### config.mk
export PLATFORM = sky130hd
export DESIGN_NAME = mprc_io_req_queue
export DESIGN_NICKNAME = d
export VERILOG_FILES = /design/src/rtl/mprc_io_req_queue_pkg.sv /design/src/rtl/mprc_io_req_queue_ram.sv /design/src/rtl/mprc_io_req_queue.sv
export SDC_FILE = /design/constraint.sdc
export NUM_CORES = 1
export LEC_CHECK = 0
export CORE_MARGIN = 2
export CORE_UTILIZATION = 54
export DETAILED_ROUTE_END_ITERATION = 7
export PLACE_DENSITY = 0.79
export SLEW_MARGIN = 25
export SYNTH_ARGS = -nofsm -noshare
export SYNTH_HDL_FRONTEND = slang
export SYNTH_SLANG_ARGS = --single-unit
### constraint.sdc
create_clock -name clk -period 6.15 [get_ports clk]
set_input_delay 1.23 -clock clk [delete_from_list [all_inputs] [get_ports clk]]
set_output_delay 1.23 -clock clk [all_outputs]
set_load 0.02 [all_outputs]
### src/rtl/mprc_io_req_queue_pkg.sv
// Shared definitions for the uncached/MMIO request queue: command and
// operand-type codes plus the fixed field widths of a request.
package mprc_io_req_queue_pkg;

    localparam int CMD_W = 5;
    localparam int TYP_W = 3;

    // Memory command codes (M_X*)
    localparam logic [CMD_W-1:0] M_XRD    = 5'b00000;
    localparam logic [CMD_W-1:0] M_XWR    = 5'b00001;
    localparam logic [CMD_W-1:0] M_PFR    = 5'b00010;
    localparam logic [CMD_W-1:0] M_PFW    = 5'b00011;
    localparam logic [CMD_W-1:0] M_XA_ADD = 5'b01000;
    localparam logic [CMD_W-1:0] M_XLR    = 5'b00110;
    localparam logic [CMD_W-1:0] M_XSC    = 5'b00111;

    // Operand size/sign codes (MT_*)
    localparam logic [TYP_W-1:0] MT_X  = 3'd0;
    localparam logic [TYP_W-1:0] MT_B  = 3'd1;
    localparam logic [TYP_W-1:0] MT_H  = 3'd2;
    localparam logic [TYP_W-1:0] MT_W  = 3'd3;
    localparam logic [TYP_W-1:0] MT_D  = 3'd4;
    localparam logic [TYP_W-1:0] MT_BU = 3'd5;
    localparam logic [TYP_W-1:0] MT_HU = 3'd6;
    localparam logic [TYP_W-1:0] MT_WU = 3'd7;

    // Width of one packed queue entry {addr, tag, cmd, typ, phys, data}
    function automatic int entry_width(input int addr_w, input int tag_w, input int data_w);
        return addr_w + tag_w + CMD_W + TYP_W + 1 + data_w;
    endfunction

endpackage

### src/rtl/mprc_io_req_queue_ram.sv
// Entry storage for the IO request queue: one synchronous write port
// (tail) and one asynchronous read port (head) so the head entry can be
// presented combinationally. Contents are not reset.
module mprc_io_req_queue_ram #(
    parameter int DEPTH = 4,
    parameter int WIDTH = 8,
    parameter int IDX_W = $clog2(DEPTH)
) (
    input  logic             clk,
    input  logic             we_i,
    input  logic [IDX_W-1:0] waddr_i,
    input  logic [WIDTH-1:0] wdata_i,
    input  logic [IDX_W-1:0] raddr_i,
    output logic [WIDTH-1:0] rdata_o
);

    logic [WIDTH-1:0] mem_q [DEPTH];

    // Write the offered entry into its slot
    always_ff @(posedge clk) begin
        if (we_i) begin
            mem_q[waddr_i] <= wdata_i;
        end
    end

    assign rdata_o = mem_q[raddr_i];

endmodule

### src/rtl/mprc_io_req_queue.sv
// In-order buffer for uncached/MMIO requests between the cache pipeline
// and the IO MSHR. A freshly enqueued entry stays "pending" for one cycle
// so the late pipeline kill can retract it before it is ever presented.
module mprc_io_req_queue
    import mprc_io_req_queue_pkg::*;
#(
    parameter int DEPTH  = 4,
    parameter int ADDR_W = 40,
    parameter int TAG_W  = 9,
    parameter int DATA_W = 64,
    parameter int IDX_W  = $clog2(DEPTH),
    parameter int CNT_W  = $clog2(DEPTH) + 1
) (
    input  logic              clk,
    input  logic              reset,
    input  logic              io_enq_valid,
    output logic              io_enq_ready,
    input  logic [ADDR_W-1:0] io_enq_addr,
    input  logic [TAG_W-1:0]  io_enq_tag,
    input  logic [CMD_W-1:0]  io_enq_cmd,
    input  logic [TYP_W-1:0]  io_enq_typ,
    input  logic              io_enq_phys,
    input  logic [DATA_W-1:0] io_enq_data,
    input  logic              io_enq_kill,
    output logic              io_deq_valid,
    input  logic              io_deq_ready,
    output logic [ADDR_W-1:0] io_deq_addr,
    output logic [TAG_W-1:0]  io_deq_tag,
    output logic [CMD_W-1:0]  io_deq_cmd,
    output logic [TYP_W-1:0]  io_deq_typ,
    output logic              io_deq_phys,
    output logic [DATA_W-1:0] io_deq_data,
    output logic              io_deq_kill,
    output logic [CNT_W-1:0]  io_count
);

    localparam int ENTRY_W = entry_width(ADDR_W, TAG_W, DATA_W);

    logic [IDX_W-1:0] head_q, head_d;
    logic [IDX_W-1:0] tail_q, tail_d;
    logic [CNT_W-1:0] count_q, count_d;
    logic             pend_q, pend_d;
    logic [IDX_W-1:0] pend_idx_q, pend_idx_d;

    logic             kill_eff;
    logic             enq_fire;
    logic             deq_fire;
    logic [IDX_W-1:0] wr_idx;
    logic [ENTRY_W-1:0] wr_word;
    logic [ENTRY_W-1:0] rd_word;

    // A kill only means something while an entry is pending
    assign kill_eff = io_enq_kill & pend_q;

    // Readiness uses the pre-kill count: a kill never frees a slot for the same cycle
    assign io_enq_ready = (count_q < CNT_W'(DEPTH));
    assign enq_fire     = io_enq_valid & io_enq_ready;

    // The pending entry is always tail-1, so it is the head only when it is the sole entry
    assign io_deq_valid = (count_q != '0) & ~(pend_q & (head_q == pend_idx_q));
    assign deq_fire     = io_deq_valid & io_deq_ready;

    // Rollback applies before the new write, so a kill+enq reuses the killed slot
    assign wr_idx  = kill_eff ? (tail_q - IDX_W'(1)) : tail_q;
    assign wr_word = {io_enq_addr, io_enq_tag, io_enq_cmd, io_enq_typ, io_enq_phys, io_enq_data};

    // Next-state for pointers, occupancy and the kill window
    always_comb begin
        head_d     = deq_fire ? (head_q + IDX_W'(1)) : head_q;
        tail_d     = enq_fire ? (wr_idx + IDX_W'(1)) : wr_idx;
        count_d    = count_q + CNT_W'(enq_fire) - CNT_W'(kill_eff) - CNT_W'(deq_fire);
        pend_d     = enq_fire;
        pend_idx_d = enq_fire ? wr_idx : pend_idx_q;
    end

    // State registers; reset discards every entry including a pending one
    always_ff @(posedge clk or negedge reset) begin
        if (!reset) begin
            head_q     <= '0;
            tail_q     <= '0;
            count_q    <= '0;
            pend_q     <= 1'b0;
            pend_idx_q <= '0;
        end else begin
            head_q     <= head_d;
            tail_q     <= tail_d;
            count_q    <= count_d;
            pend_q     <= pend_d;
            pend_idx_q <= pend_idx_d;
        end
    end

    mprc_io_req_queue_ram #(
        .DEPTH (DEPTH),
        .WIDTH (ENTRY_W),
        .IDX_W (IDX_W)
    ) u_ram (
        .clk     (clk),
        .we_i    (enq_fire),
        .waddr_i (wr_idx),
        .wdata_i (wr_word),
        .raddr_i (head_q),
        .rdata_o (rd_word)
    );

    assign {io_deq_addr, io_deq_tag, io_deq_cmd, io_deq_typ, io_deq_phys, io_deq_data} = rd_word;

    // Kills are resolved inside the queue, so nothing killed leaves it
    assign io_deq_kill = 1'b0;
    assign io_count    = count_q;

endmodule
==> impl_metrics.json, run 1 <==
{
  "status": "complete, no violations",
  "grt_pass1_vias": 8793,
  "worst_hold_startpoint": "io_count[2]",
  "start_util": 0.545,
  "clk_latency_ns": 0.56,
  "drive_gt1_frac": 0.203,
  "timing.rr.end": "io_count[2]",
  "cp_slowest_cell": "dfrtp_4",
  "placed_area_um2": 21300,
  "firstDrtPassIters": 4,
  "finalSetupTns_ns": 0,
  "syn-num-nets": 834,
  "switching_share": 0.298,
  "syn2layout_area_growth_pct": 25.5,
  "track_usage": 0.193,
  "core_region_area_um2": 33400,
  "cap_violations": 0,
  "yosysSeqAreaShare": 0.819,
  "antenna_found_initial": 2,
  "die_area_um2": 35200,
  "worstPathBufferInverterCount": 2,
  "clkPwrFrac": 0.249,
  "whs_ns": 0.551,
  "worst_r2r_path_depth": 9,
  "crit_required_ns": 4.92,
  "max-vdd-ir-drop_uv": 431,
  "pwr-share-seq": 0.413,
  "hold_buffers": 0,
  "fmaxAchievable_mhz": 233,
  "end_kind": "output pin",
  "grt_max_degree": 79,
  "syn_area_um2": 18200,
  "finalInstanceArea_um2": 22800,
  "post_cts_buffers": 0,
  "startpoint_type": "flip-flop",
  "setup_ws_ns": 1.86,
  "r2r-start": "head_q[1]",
  "cts_sinks": 498,
  "yosysTopAreaCell": "edfxtp_1",
  "cts_buffers": 48,
  "slew_violations": 0,
  "synth_warnings": 0,
  "grt_pass1_wl_mm": 51.2,
  "ant_nets": 0,
  "yosysTopAreaCellShare": 0.806,
  "p_int_w": 0.00785,
  "drc_errors": 0,
  "hold_path_class": "reg -> reg",
  "num_io_pins": 255,
  "wl_per_cell_um": 22.7,
  "crit_type": "reg -> out",
  "p_sw_w": 0.00333,
  "fp-row-count": 67,
  "vias": 8138,
  "slowest_delay_ns": 0.88,
  "cp_top_family": "buffers and inverters",
  "period_needed_ns": 4.29,
  "setup_viol": 0,
  "path_cells": "buf_4, mux4_2, clkdlybuf4s50_1",
  "rrSetupSlack_ns": 3.42,
  "drt_iter0_drc": 570,
  "cellPowerDensity_nw_per_um2": 490,
  "pre_cts_ws_ns": 2.17,
  "fin_skew_ns": 0.0159,
  "relSlewSlack": 0.361,
  "path_clk_slew_ns": 0.06,
  "rsz0062_at_grt": "no",
  "worstMarginPinSlew_ns": 0.958,
  "whs_path_depth": 1,
  "leakage_nw": 7.37,
  "cp_max_fo": 35,
  "tritoncts": "yes",
  "crit_arrival_ns": 3.06,
  "die_w_um": 188,
  "synth.avg_cell_area_um2": 26.0,
  "port_buffers": 253,
  "syn_inst": 699,
  "final_util": 0.684,
  "finalNetCount": 1121,
  "whs_endpoint": "io_count[2]",
  "gr-total-overflow": 0,
  "die_y_um": 188,
  "dpl.hpwl_mm": 20.2,
  "p_comb_frac": 0.338,
  "h-tree-depth": 2,
  "finalCritPeriodShare": 0.698,
  "hold_viol_final": 0,
  "drt-total-wl_mm": 33.4,
  "cts_resized": 0,
  "ys_seq_elements": 498,
  "gpl.final_weighted_congestion": 0.746,
  "netlist_top_cells_area": "edfxtp_1 81%, mux4_2 15%, dfrtp_1 1.4%",
  "synth.distinct_cells": 25,
  "cts_buffer_depth": 3,
  "routed_via_density": 5.52,
  "root_buffer": "clkbuf_16"
}
-- power by group through the flow --
stage	Combinational, W	Sequential [W]	Clock, W
finish	0.00377	0.00462	0.00279
CTS	0.00385	0.00463	0.00286
detailed placement	0.00383	0.00470	0
floorplan	0.00233	0.00459	0
global route	0.00400	0.00468	0.00298
global placement	0.00381	0.00466	0
-- stage by stage --
stage	std cells	total power, W
2_1_floorplan	699	0.00692
3_3_place_gp	1384	0.00848
3_5_place_dp	1384	0.00853
4_1_cts	1474	0.0113
5_1_grt	1475	0.0117
6_report	1475	0.0112
-- worst reg2reg max path, cell delays in order (launching register included) --
cell and delay (ns):
dfrtp_4 0.86, xnor2_1 0.24, and3_1 0.25, nor2b_1 0.08, fa_1 0.49, inv_1 0.05, ha_1 0.18, ha_1 0.21
xnor2_1 0.17, xnor2_1 0.13
-- layout make-up --
| cell class | instances | area [um2] |
|---|---|---|
| inverter | 9 | 33.8 |
| timing repair buffer | 267 | 2730 |
| tap | 448 | 561 |
| clock buffer | 59 | 1240 |
| antenna | 1 | 2.50 |
| fill | 2095 | 10500 |
| sequential | 498 | 14900 |
| multi-input combinational | 162 | 3080 |
| clock inverter | 31 | 277 |
-- layer usage --
layer / up-vias / global-route usage / wire (um)
met5: - / 0 / 13
met4: 2 / 0.0657 / 910
met3: 55 / 0.0460 / 1970
met2: 236 / 0.329 / 17500
met1: 4258 / 0.245 / 13100
li1: 3587 / - / -
-- flip-flops by register name, indices dropped and copies added (netlist names) --
| name | cells |
|---|---|
| pend_idx_q | 2 |
| io_count | 3 |
| head_q | 2 |
| pend_q | 1 |
| tail_q | 2 |
| u_ram.mem_q | 488 |
-- logic make-up (layout without fill, tap and decap cells) --
kind of cell	after synthesis	in the layout	share of synthesized area
adders and majority gates	8	8	0.00592
muxes	123	123	0.152
buffers and inverters	39	366	0.0117
xor gates and xnor gates	7	7	0.00337
DFF	498	498	0.819
AOI/OAI and AO/OA	11	11	0.00392
other	1	2	0.000206
and+or+nand+nor	12	12	0.00378
-- Yosys cell counts, drive strengths merged --
cell,n
o31a,1
and3,1
fa,1
mux4,122
o22a,1
xor2,2
nor2,2
buf,24
nor2b,2
a21oi,5
inv,9
clkbuf,6
edfxtp,488
nand2,1
xnor2,5
nand3b,1
ha,7
conb,1
dfrtp,10
mux2i,1
a31oi,3
a21bo,1
and2,5
-- how the worst max path moves through the flow --
stage                         endpoint  depth (start not counted)        start
CTS                    io_deq_addr[15]                          3    head_q[0]
finish                  io_deq_addr[7]                          3    head_q[0]
global placement    u_ram.mem_q[1][21]                          6  io_enq_kill
global route            io_deq_addr[7]                          3    head_q[0]
floorplan            u_ram.mem_q[0][0]                          4  io_enq_kill
detailed placement  u_ram.mem_q[1][21]                          6  io_enq_kill
-- placed cells by master, fill, tap and decap left out, drive strengths merged, types with 3 or more instances in the layout --
cell	Yosys	layout
edfxtp	488	488
clkdlybuf4s50	0	253
mux4	122	122
clkbuf	6	59
clkinv	0	23
buf	24	14
inv	9	11
dfrtp	10	10
ha	7	7
xnor2	5	5
a21oi	5	5
and2	5	5
bufinv	0	4
a31oi	3	3
Power figures use the tool's default switching activity.
==> run 2: changes to the inputs <==
- CORE_UTILIZATION: 54 -> 49
- PLACE_DENSITY: 0.79 -> 0.76
- clock period: 6.15 -> 3.57 ns (I/O delays scaled with it)
==> run 2 against run 1 <==
  * Clock skew down 0.0032 ns
  * Hold slack worse by 0.070 ns
  * Count of clock-buffer cells in the layout up 7
  * Core utilization down 5.5 points
  * Combinational power up 82%
  * Flip-flop and latch count unchanged
  * Critical path type unchanged
  * Critical endpoint is now io_deq_addr[30]
==> impl_metrics.json, run 2 (same netlist as run 1, synthesis figures left out) <==
{
  "route.met2.wl_mm": 17.6,
  "vias": 8138,
  "root_buffer": "clkbuf_16",
  "final_util": 0.629,
  "grt_max_degree": 90,
  "crit_type": "reg -> out",
  "mostFrequentLayoutCells": "488 x edfxtp_1, 253 x clkdlybuf4s50_1, 122 x mux4_2",
  "wl_met1_mm": 13.7,
  "wl_met3_mm": 2.24,
  "cap_violations": 0,
  "cts_buffer_depth": 3,
  "fin_skew_ns": 0.0127,
  "drt_iter0_drc": 397,
  "cp_max_fo": 12,
  "finalNetCount": 1130,
  "startpoint_type": "flip-flop",
  "largest_register_ffs": 488,
  "relSlewSlack": 0.536,
  "antenna_found_initial": 2,
  "drive_gt1_frac": 0.213,
  "grt_pass1_vias": 8825,
  "ant_nets": 0,
  "finalSetupTns_ns": 0,
  "max-vdd-ir-drop_uv": 544,
  "cts_buffers": 49,
  "mostFrequentLayoutCell": "edfxtp_1",
  "drt-total-wl_mm": 34.4,
  "tritoncts": "yes",
  "syn2layout_area_growth_pct": 26.7,
  "path_clk_slew_ns": 0.06,
  "drc_errors": 0,
  "dp_cells": 1411,
  "worstMarginPinSlew_ns": 0.696,
  "die_y_um": 197,
  "start_util": 0.497,
  "hold_viol_final": 0,
  "crit_required_ns": 2.86,
  "setup_viol": 0,
  "hold_path_class": "in -> async",
  "rsz0062_at_grt": "no",
  "finalInstanceArea_um2": 23000,
  "cts_sinks": 498,
  "cts_resized": 0,
  "slew_violations": 0,
  "core_region_area_um2": 36600,
  "num_io_pins": 255,
  "leakage_nw": 7.46,
  "grt_pass1_wl_mm": 52.0,
  "cellPowerDensity_nw_per_um2": 849,
  "routed_via_density": 5.42,
  "top_register": "u_ram.mem_q",
  "gpl.final_weighted_congestion": 0.746,
  "antennaDiodeCount": 0,
  "die_area_um2": 38700,
  "whs_ns": 0.480,
  "end_kind": "output pin",
  "crit_arrival_ns": 2.64,
  "layout.cells.non_filler": 1502,
  "placed_area_um2": 21500,
  "clk_latency_ns": 0.57,
  "port_buffers": 253,
  "maxUsedRoutingLayer": "met5",
  "status": "complete, no violations",
  "wl_per_cell_um": 22.9,
  "gr-total-overflow": 0,
  "dpl.hpwl_mm": 20.7,
  "fmaxAchievable_mhz": 298,
  "finalCritPeriodShare": 0.940,
  "die_w_um": 197,
  "period_needed_ns": 3.36,
  "h-tree-depth": 2,
  "track_usage": 0.181,
  "firstDrtPassIters": 5,
  "fp-row-count": 70
}
==> run 2: changes by cell type in the layout (fill, tap and decap cells not counted), sizes merged <==
| cell | delta |
|---|---|
| clkinvlp | +1 |
| inv | -1 |
| diode | -1 |
| clkinv | -6 |
| bufinv | -1 |
| buf | +8 |
| clkbuf | +7 |
==> run 2: layout make-up <==
cell class | count | area (um2)
fillers | 2455 | 13600
repair buffers | 275 | 2870
well taps | 468 | 586
clock buffers | 66 | 1360
inverters | 9 | 33.8
flip-flops and latches | 498 | 14900
clock inverters | 24 | 195
multi-input cells | 162 | 3080
==> run 2: layer usage <==
metal  track usage  vias to the layer above
met5             0                        -
met4        0.0646                        2
met2         0.303                      253
met3        0.0460                       55
li1              -                     3601
met1         0.233                     4227
==> run 2: final timing paths <==
check	endpoint	start	cells after the start	slack [ns]
min	head_q[0]	reset	1	0.48
max	io_deq_addr[30]	head_q[0]	3	0.21
max in group asynchronous	head_q[1]	reset	1	2.72
min reg2reg	pend_idx_q[1]	pend_idx_q[1]	2	0.58
min in group clk	pend_idx_q[1]	pend_idx_q[1]	2	0.58
max reg2reg	io_count[2]	head_q[0]	9	1.18
==> run 2: timing repair <==
| item | CTS | global route |
|---|---|---|
| setup buffers | 0 | 1 |
| endpoints found under the setup margin | 0 | 17 |
| hold buffers | 0 | 0 |
==> run 2: worst max-delay path, stage by stage, from the launching register on <==
cell	delay, ns
dfrtp_4	0.62
buf_4	0.33
mux4_2	0.55
clkdlybuf4s50_1	0.56
==> run 2: stage by stage <==
step | total power (W) | setup WS, ns
CTS | 0.0198 | 0.00381
floorplan | 0.0118 | 0.320
global route | 0.0204 | 0.0717
global placement | 0.0148 | 0.648
detailed placement | 0.0149 | 0.639
finish | 0.0196 | 0.214
==> run 2: report_power, final <==
part,leakage [nW],switching (W),internal [W],total [W]
Sequential,4.55,0.000270,0.00751,0.00778
Combinational,2.15,0.00351,0.00336,0.00687
Clock,0.757,0.00202,0.00289,0.00491
==> run 3: changes to the inputs <==
- CORE_UTILIZATION: 49 -> 55
- DONT_BUFFER_PORTS: not set -> 1
- PLACE_DENSITY: 0.76 -> 0.73
==> run 3 against run 2 <==
  * Via count decreased by 11%
  * Clock skew grew 0.0060 ns
  * Sequential share of layout area grew 8.4 points
  * Core utilization is 0.22 points lower
  * Global-route usage increased by 1.2 points
  * Critical path type unchanged
  * Largest power group unchanged
  * Highest routed layer unchanged
==> impl_metrics.json, run 3 (same netlist as run 1, synthesis figures left out) <==
{
  "status": "complete, no violations",
  "cp_slowest_cell": "dfrtp_4",
  "root_buffer": "clkbuf_16",
  "dpl.hpwl_mm": 20.0,
  "rrSetupSlack_ns": 1.03,
  "antenna_found_initial": 2,
  "cts_buffers": 48,
  "relSlewSlack": 0.458,
  "start_util": 0.559,
  "die_area_um2": 34500,
  "drc_errors": 0,
  "finalCritPeriodShare": 0.896,
  "hold_viol_final": 0,
  "cp_max_fo": 61,
  "gr-total-overflow": 0,
  "finalSetupTns_ns": 0,
  "syn2layout_area_growth_pct": 12.2,
  "cellPowerDensity_nw_per_um2": 866,
  "p_int_w": 0.0122,
  "cap_violations": 0,
  "p_comb_frac": 0.275,
  "tritoncts": "yes",
  "worstMarginPinSlew_ns": 0.809,
  "drt-total-wl_mm": 32.7,
  "end_kind": "output pin",
  "die_y_um": 186,
  "drt_iter0_drc": 551,
  "startpoint": "head_q[0]",
  "crit_required_ns": 2.86,
  "switching_share": 0.309,
  "finalInstanceArea_um2": 20400,
  "setup_viol": 0,
  "pwr-share-seq": 0.445,
  "cts_buffer_depth": 3,
  "worst_hold_startpoint": "io_enq_data[37]",
  "largest_register_ffs": 488,
  "path_cells": "buf_12, mux4_2",
  "wl_per_cell_um": 27.0,
  "mostFrequentLayoutCells": "488 x edfxtp_1, 122 x mux4_2, 48 x clkbuf_16",
  "cts_sinks": 498,
  "slowest_delay_ns": 0.70,
  "p_sw_w": 0.00547,
  "routed_via_density": 6.00,
  "rsz0062_at_grt": "no",
  "layout.cells.non_filler": 1209,
  "finalNetCount": 870,
  "nFillCells": 2127,
  "fin_skew_ns": 0.0187,
  "grt_pass1_vias": 7814,
  "gpl.final_weighted_congestion": 0.717,
  "startpoint_type": "flip-flop",
  "placed_area_um2": 18800,
  "leakage_nw": 6.43,
  "vias": 7250,
  "cts_resized": 0,
  "firstDrtPassIters": 5,
  "max-vdd-ir-drop_uv": 507,
  "fmaxAchievable_mhz": 313,
  "top_register": "u_ram.mem_q",
  "die_w_um": 186,
  "fp-row-count": 66,
  "core_region_area_um2": 32500,
  "num_io_pins": 255,
  "dp_cells": 1125,
  "period_needed_ns": 3.20,
  "worstPathBufferInverterCount": 1,
  "r2r-start": "io_count[2]",
  "crit_arrival_ns": 2.49,
  "ant_nets": 0,
  "drive_gt1_frac": 0.278,
  "slew_violations": 0,
  "clk_latency_ns": 0.55,
  "port_buffers": 0,
  "path_clk_slew_ns": 0.06,
  "hold_path_class": "in -> reg",
  "cp_top_family": "flip-flops",
  "h-tree-depth": 2,
  "track_usage": 0.193,
  "grt_max_degree": 125,
  "crit_type": "reg -> out",
  "mostFrequentLayoutCell": "edfxtp_1",
  "grt_pass1_wl_mm": 48.6,
  "clkPwrFrac": 0.280,
  "p_total_w": 0.0177
}
[run 3: changes by cell type in the layout (fill, tap and decap cells not counted), sizes merged]
cell,delta
clkdlybuf4s50,-253
clkbuf,-13
buf,-7
bufinv,+4
clkinv,+1
clkinvlp,-1
diode,+1
dlygate4sd3,+1
[run 3: final timing paths]
| path | to | cells after the start |
|---|---|---|
| worst max-delay path | io_deq_addr[31] | 2 |
| worst min-delay path | u_ram.mem_q[2][37] | 0 |
| worst max register to register | io_count[2] | 8 |
| worst min register to register | pend_idx_q[1] | 2 |
| max in group asynchronous | head_q[0] | 1 |
| min in group asynchronous | pend_q | 1 |
[run 3: per-layer routing]
metal	part of all wire	global-route usage	vias up
met2	0.50	0.310	313
met1	0.35	0.231	3804
met4	0.030	0.0693	2
li1	-	-	3059
met5	0.00043	0	-
met3	0.12	0.0900	72
[run 3: timing repair]
item                      CTS  global route
hold endpoints to repair   10             0
setup buffers               0             0
hold buffers                1             0
[run 3: worst reg2reg max path, delay by kind of cell (launching register included)]
kind                       cells  cell delay [ns]
and+or+nand+nor                1             0.19
adders and majority gates      3             0.89
xor gates and xnor gates       2             0.34
DFF                            1             0.55
buffers and inverters          1             0.05
AOI/OAI and AO/OA              1             0.45
[run 3: through the flow]
step | setup WS (ns) | util | hold WS, ns
2_1_floorplan | 0.320 | - | 0.418
3_5_place_dp | 0.462 | 0.578 | 0.419
5_1_grt | 0.184 | 0.627 | 0.225
4_1_cts | 0.314 | 0.626 | 0.228
6_report | 0.370 | 0.627 | 0.249
3_3_place_gp | 0.496 | 0.578 | 0.419
[run 3: power groups by stage]
stage / Clock (W) / Sequential (W) / Combinational [W]
after floorplan: 0 / 0.00783 / 0.00402
after global placement: 0 / 0.00791 / 0.00484
after detailed placement: 0 / 0.00799 / 0.00494
after CTS: 0.00506 / 0.00788 / 0.00496
after global routing: 0.00528 / 0.00794 / 0.00517
final: 0.00496 / 0.00787 / 0.00485
[run 3: cell type report]
cell class	count	area, um2	area share
diodes	1	2.50	0.000123
inverters	9	33.8	0.00166
flip-flops and latches	498	14900	0.731
multi-input cells	162	3080	0.151
well taps	442	553	0.0271
clock buffers	53	1220	0.0598
clock inverters	28	334	0.0164
repair buffers	16	268	0.0131
